$ cat src/rtl/dispensador_producto_pkg.sv
// Shared definitions for the product dispenser and the vending controller bench.
// Contents: FSM state encoding, product code width, slot count and the
// code-to-one-hot slot decode.
package dispensador_producto_pkg;

  localparam int W_CODIGO  = 3;
  localparam int N_RANURAS = 5;

  typedef enum logic [1:0] {
    REPOSO       = 2'd0,
    GIRO         = 2'd1,
    ESPERA_CAIDA = 2'd2
  } estado_t;

  // Codes 1..5 select slots 0..4; anything else drives no motor.
  function automatic logic [N_RANURAS-1:0] codigo_a_onehot(input logic [W_CODIGO-1:0] codigo);
    logic [N_RANURAS-1:0] r;
    r = '0;
    case (codigo)
      3'd1:    r = 5'b00001;
      3'd2:    r = 5'b00010;
      3'd3:    r = 5'b00100;
      3'd4:    r = 5'b01000;
      3'd5:    r = 5'b10000;
      default: r = '0;
    endcase
    return r;
  endfunction

endpackage

$ cat src/rtl/dispensador_producto_sincronizador_flanco.sv
// sincronizador_flanco: brings an asynchronous 1-bit input into the clk domain
// through two flops and flags its rising edge for exactly one cycle.
// Ports:
//   clk, reset (async, active-high)
//   i_dato   asynchronous input
//   o_flanco one-cycle pulse on a rising edge of the synchronised input
module sincronizador_flanco (
  input  logic clk,
  input  logic reset,
  input  logic i_dato,
  output logic o_flanco
);

  logic r_s1, r_s2, r_s3;

  always_ff @(posedge clk or posedge reset) begin
    if (reset) begin
      r_s1 <= 1'b0;
      r_s2 <= 1'b0;
      r_s3 <= 1'b0;
    end else begin
      r_s1 <= i_dato;
      r_s2 <= r_s1;
      r_s3 <= r_s2;
    end
  end

  // r_s3 only holds the previous synchronised value for edge detection.
  assign o_flanco = r_s2 & ~r_s3;

endmodule

$ cat src/rtl/dispensador_producto.sv
// dispensador_producto: takes the one-cycle product code from the vending
// controller, spins the matching slot motor for T_GIRO cycles, then waits up to
// T_ESPERA cycles for the fall sensor. Retries N_REINTENTOS times before
// reporting a failure. One further request can be parked while busy.
// Ports:
//   clk, reset    clock, asynchronous active-high reset
//   producto      request code (1..5 valid, 6/7 rejected, 0 = none)
//   sensor_caida  asynchronous fall sensor
//   motor         one-hot slot motor drive
//   ocupado       FSM not idle
//   pendiente     a request is parked
//   entregado     pulse: drop confirmed
//   fallo         pulse: every attempt timed out
//   descartado    pulse: request dropped
module dispensador_producto
  import dispensador_producto_pkg::*;
#(
  parameter int T_GIRO       = 50,
  parameter int T_ESPERA     = 200,
  parameter int N_REINTENTOS = 1
) (
  input  logic                 clk,
  input  logic                 reset,
  input  logic [W_CODIGO-1:0]  producto,
  input  logic                 sensor_caida,
  output logic [N_RANURAS-1:0] motor,
  output logic                 ocupado,
  output logic                 pendiente,
  output logic                 entregado,
  output logic                 fallo,
  output logic                 descartado
);

  localparam int T_MAX = (T_GIRO > T_ESPERA) ? T_GIRO : T_ESPERA;
  localparam int CW    = (T_MAX > 1) ? $clog2(T_MAX) : 1;
  localparam logic [CW-1:0] FIN_GIRO   = CW'(T_GIRO - 1);
  localparam logic [CW-1:0] FIN_ESPERA = CW'(T_ESPERA - 1);
  localparam logic [1:0]    MAX_REINT  = 2'(N_REINTENTOS);

  estado_t             r_estado,    w_estado_sig;
  logic [CW-1:0]       r_cnt,       w_cnt_sig;
  logic [1:0]          r_intento,   w_intento_sig;
  logic [W_CODIGO-1:0] r_codigo,    w_codigo_sig;
  logic                r_buf_vld,   w_buf_vld_sig;
  logic [W_CODIGO-1:0] r_buf_cod,   w_buf_cod_sig;
  logic                r_entregado, w_entregado_sig;
  logic                r_fallo,     w_fallo_sig;
  logic                r_descartado, w_descartado_sig;

  logic w_flanco;
  logic w_req_inv;
  logic w_req_ok;
  logic w_directo;

  sincronizador_flanco u_sinc (
    .clk      (clk),
    .reset    (reset),
    .i_dato   (sensor_caida),
    .o_flanco (w_flanco)
  );

  assign w_req_inv = producto[2] & producto[1];
  assign w_req_ok  = (producto != '0) && !w_req_inv;

  // State register, counters, parked request and registered pulses.
  always_ff @(posedge clk or posedge reset) begin
    if (reset) begin
      r_estado     <= REPOSO;
      r_cnt        <= '0;
      r_intento    <= '0;
      r_codigo     <= '0;
      r_buf_vld    <= 1'b0;
      r_buf_cod    <= '0;
      r_entregado  <= 1'b0;
      r_fallo      <= 1'b0;
      r_descartado <= 1'b0;
    end else begin
      r_estado     <= w_estado_sig;
      r_cnt        <= w_cnt_sig;
      r_intento    <= w_intento_sig;
      r_codigo     <= w_codigo_sig;
      r_buf_vld    <= w_buf_vld_sig;
      r_buf_cod    <= w_buf_cod_sig;
      r_entregado  <= w_entregado_sig;
      r_fallo      <= w_fallo_sig;
      r_descartado <= w_descartado_sig;
    end
  end

  // Next-state and request arbitration.
  always_comb begin
    w_estado_sig     = r_estado;
    w_cnt_sig        = r_cnt;
    w_intento_sig    = r_intento;
    w_codigo_sig     = r_codigo;
    w_buf_vld_sig    = r_buf_vld;
    w_buf_cod_sig    = r_buf_cod;
    w_entregado_sig  = 1'b0;
    w_fallo_sig      = 1'b0;
    w_descartado_sig = w_req_inv;
    w_directo        = 1'b0;

    case (r_estado)
      REPOSO: begin
        // A parked request always wins over a fresh one; sensor edges here are ignored.
        if (r_buf_vld) begin
          w_estado_sig  = GIRO;
          w_codigo_sig  = r_buf_cod;
          w_cnt_sig     = '0;
          w_intento_sig = '0;
          w_buf_vld_sig = 1'b0;
        end else if (w_req_ok) begin
          w_estado_sig  = GIRO;
          w_codigo_sig  = producto;
          w_cnt_sig     = '0;
          w_intento_sig = '0;
          w_directo     = 1'b1;
        end
      end
      GIRO: begin
        if (w_flanco) begin
          w_estado_sig    = REPOSO;
          w_entregado_sig = 1'b1;
        end else if (r_cnt == FIN_GIRO) begin
          w_estado_sig = ESPERA_CAIDA;
          w_cnt_sig    = '0;
        end else begin
          w_cnt_sig = r_cnt + CW'(1);
        end
      end
      ESPERA_CAIDA: begin
        // Sensor edge outranks the timeout on the same cycle.
        if (w_flanco) begin
          w_estado_sig    = REPOSO;
          w_entregado_sig = 1'b1;
        end else if (r_cnt == FIN_ESPERA) begin
          w_cnt_sig = '0;
          if (r_intento < MAX_REINT) begin
            w_estado_sig  = GIRO;
            w_intento_sig = r_intento + 2'd1;
          end else begin
            w_estado_sig = REPOSO;
            w_fallo_sig  = 1'b1;
          end
        end else begin
          w_cnt_sig = r_cnt + CW'(1);
        end
      end
      default: w_estado_sig = REPOSO;
    endcase

    // Anything not started directly tries the buffer; w_buf_vld_sig already
    // reflects a slot freed by REPOSO this cycle.
    if (w_req_ok && !w_directo) begin
      if (!w_buf_vld_sig) begin
        w_buf_vld_sig = 1'b1;
        w_buf_cod_sig = producto;
      end else begin
        w_descartado_sig = 1'b1;
      end
    end
  end

  // Outputs. motor is decoded from registers only, so reset clears it at once.
  always_comb begin
    motor = '0;
    if (r_estado == GIRO) motor = codigo_a_onehot(r_codigo);
    ocupado    = (r_estado != REPOSO);
    pendiente  = r_buf_vld;
    entregado  = r_entregado;
    fallo      = r_fallo;
    descartado = r_descartado;
  end

endmodule

$ cat config.mk
export PLATFORM = sky130hd
export DESIGN_NAME = dispensador_producto
export DESIGN_NICKNAME = d
export VERILOG_FILES = /design/src/rtl/dispensador_producto_pkg.sv /design/src/rtl/dispensador_producto_sincronizador_flanco.sv /design/src/rtl/dispensador_producto.sv
export SDC_FILE = /design/constraint.sdc
export NUM_CORES = 1
export LEC_CHECK = 0
export BUFFER_PORTS_ARGS = -buffer_cell sky130_fd_sc_hd__buf_2
export CORE_UTILIZATION = 54
export CTS_CLUSTER_DIAMETER = 200
export DETAILED_ROUTE_END_ITERATION = 10
export MAX_ROUTING_LAYER = met4
export PLACE_DENSITY_LB_ADDON = 0.2
export SLEW_MARGIN = 20
export SYNTH_ARGS = -nofsm -noshare
export SYNTH_HDL_FRONTEND = slang
export SYNTH_SLANG_ARGS = --single-unit
$ cat constraint.sdc
create_clock -name clk -period 3 [get_ports clk]
set_clock_uncertainty 0.2 [all_clocks]
set_input_delay 0.6 -clock clk [delete_from_list [all_inputs] [get_ports clk]]
set_output_delay 0.6 -clock clk [all_outputs]
set_load 0.01 [all_outputs]
==> results.json <==
{
  "diodes": 0,
  "p_int_uw": 691.8,
  "p_sw_share_pct": 40.98,
  "clk_latency_ps": 340,
  "mappedNetlistArea_mm2": 0.001431,
  "ys_seq_elements": 25,
  "nFillCells": 228,
  "vias_per_cell": 6.046,
  "vias": 1173,
  "final_core_util_pct": 62.36,
  "antenna_found_initial": 0,
  "grt_use_total_pct": 25.33,
  "drt_first_pass_iters": 4,
  "setup_viol": 0,
  "io_buffers": 15,
  "async_flop_share_pct": 100.0,
  "syn2layout_area_growth_pct": 8.916,
  "p_leak_nw": 0.7087,
  "netlist_instances": 149,
  "first_iter_violations": 24,
  "cp_cell_sequence": "inv_1 -> ha_1 -> nor2b_1 -> and3b_1 -> buf_2",
  "wl_um": 2938,
  "post_cts_buffers": 0,
  "grt_util_met3_pct": 2.874,
  "avgRoutedWirePerCell_um": 15.14,
  "cp.arrival_ps": 1650,
  "setup_ws_ps": 545.1,
  "syn_avg_cell_area_um2": 9.607,
  "gr-total-overflow": 0,
  "final_common_cell": "dfrtp_1",
  "coreArea_mm2": 0.002500,
  "place_congestion": 0.8890,
  "cts.path.max_buffers": 2,
  "status": "finished clean",
  "final_cell_mix": "dfrtp_1, buf_2, nand2_1, nor2_1",
  "p_total_mw": 1.172,
  "slew-limit-headroom_pct": 40.69,
  "cts_hold_buffers": 0,
  "cp-end-kind": "output pin",
  "p_seq_share_pct": 42.7,
  "max_cap_viol_count": 0,
  "yosysSeqAreaShare_pct": 43.71,
  "cp_num_buf_inv": 2,
  "clk_pin_slew_ps": 150,
  "post_route_cells_drive_above_1_share_pct": 15.24,
  "setup_tns_ps": 0,
  "pre_cts_slack_ps": 544.4,
  "switching_power_uw": 480.3,
  "cts_root_buf": "clkbuf_4",
  "htree_levels": 1,
  "cts.sinks": 25,
  "fin_crit_sh_pct": 81.83,
  "critical_path_class": "reg -> out",
  "slew_viol_final": 0,
  "grt_use_met2_pct": 40.83,
  "ir_worst_vdd_mv": 0.5673,
  "dpl.hpwl_um": 2143,
  "ys.flop_type": "dfrtp_1",
  "io_pins": 16,
  "synth.net_count": 162,
  "grt-busiest-layer": "met2",
  "initial_core_util_pct": 57.26,
  "critPathTopFamily": "flip-flops",
  "clockPowerShare_pct": 13.8,
  "rows": 18,
  "yosysWarnings": 0,
  "worstPathRequired_ps": 2200,
  "synth.distinct_cells": 43,
  "pwr-share-comb_pct": 43.4,
  "fmax_mhz": 407.4,
  "cts_resized": 0,
  "cts_inserted_buffers": 3,
  "synth_edf_count": 0,
  "dieHeight_um": 53.49,
  "die_area_mm2": 0.002861,
  "detail-route-antenna-nets": 0,
  "worst_path_max_delay_cell": "dfrtp_1",
  "cts_tree": "built",
  "hold_class": "in -> async",
  "grt_util_met1_pct": 31.66,
  "critPathMaxStageDelay_ps": 430,
  "grt_max_degree": 26,
  "rsz0062_at_grt": "false",
  "path_max_fanout": 6,
  "grt_pass1_vias": 1088,
  "die_width_um": 53.49,
  "grt_pass1_wl_um": 4926,
  "startpoint_type": "register",
  "hold_viol": 0,
  "nets": 178,
  "fin_crit_ps": 2455,
  "power_density_mw_per_mm2": 751.8,
  "max_slew.worst_pin.slew_ps": 884.2,
  "drc": 0
}
-- state kept, by name (all words and copies together), names as in the netlist --
| signal | cells |
|---|---|
| descartado | 1 |
| u_sinc.r_s3 | 1 |
| r_cnt | 8 |
| pendiente | 1 |
| r_buf_cod | 3 |
| r_intento | 2 |
| r_codigo | 3 |
| u_sinc.r_s1 | 1 |
| fallo | 1 |
| u_sinc.r_s2 | 1 |
| r_estado | 2 |
| entregado | 1 |
-- layer usage --
layer | share of wire (%) | wire length [µm] | vias to the layer above
li1 | - | - | 581
met1 | 49 | 1447 | 569
met2 | 47 | 1372 | 18
met3 | 2.2 | 65 | 5
met4 | 1.8 | 53 | 0
met5 | 0 | 0 | -
-- synthesized netlist by cell type (all sizes together) (2+ instances only) --
master,number,area share (%)
a21oi,3,1.0
a22o,9,5.5
and2,2,1.0
clkbuf,4,1.0
dfrtp,25,44
ha,7,6.1
inv,11,2.9
mux2,4,3.4
nand2,11,2.9
nand2b,6,2.6
nand3,7,2.4
nand4,3,1.3
nor2,10,2.6
nor3,2,0.70
nor3b,2,1.0
o21a,2,1.0
o21ai,11,3.8
o22ai,4,1.7
o31ai,2,1.0
or3,4,1.7
or4,2,1.0
-- power by group through the flow --
stage	logic, mW	clock network [mW]	registers (mW)
finish	0.509	0.162	0.501
global route	0.567	0.180	0.514
CTS	0.510	0.166	0.498
detailed placement	0.508	0	0.505
global placement	0.489	0	0.500
floorplan	0.391	0	0.481
-- cell families after synthesis --
family	Yosys count	synth area share (%)
adder cells (fa/ha/maj)	8	6.818
AND/OR/NAND/NOR	55	20.98
AO/OA/AOI/OAI	42	21.15
flip-flops	25	43.71
buffers and inverters	15	3.933
multiplexers	4	3.409
-- through the flow --
stage	instances	area [µm²]	hold WS (ps)
final	194	1559	108.2
after global routing	194	1559	157.4
after CTS	194	1559	168.8
after detailed placement	190	1529	158.8
after global placement	190	1529	143.1
after floorplan	149	1431	131.2
-- final cells by class --
class / count / area, µm² / share of cell area [%]
sequential: 25 / 625.6 / 40.13
multi-input combinational: 109 / 749.5 / 48.07
tap: 30 / 37.54 / 2.408
clock inverter: 1 / 7.507 / 0.4815
inverter: 11 / 41.29 / 2.648
clock buffer: 3 / 22.52 / 1.445
timing repair buffer: 15 / 75.07 / 4.815
-- path summary, 6_finish.rpt --
kind | startpoint | endpoint | slack, ps | cells after the start
setup / recovery | r_estado[1]$_DFFE_PP0P_ | motor[0] | 550 | 5
hold / removal | reset | u_sinc.r_s3$_DFF_PP0_ | 110 | 2
setup reg to reg | r_estado[0]$_DFFE_PP0P_ | r_cnt[4]$_DFFE_PP0P_ | 590 | 6
hold reg to reg | u_sinc.r_s1$_DFF_PP0_ | u_sinc.r_s2$_DFF_PP0_ | 180 | 0
max in group asynchronous | reset | fallo$_DFF_PP0_ | 2070 | 2
min in group clk | sensor_caida | u_sinc.r_s1$_DFF_PP0_ | 170 | 1
Power figures use the tool's default switching activity.
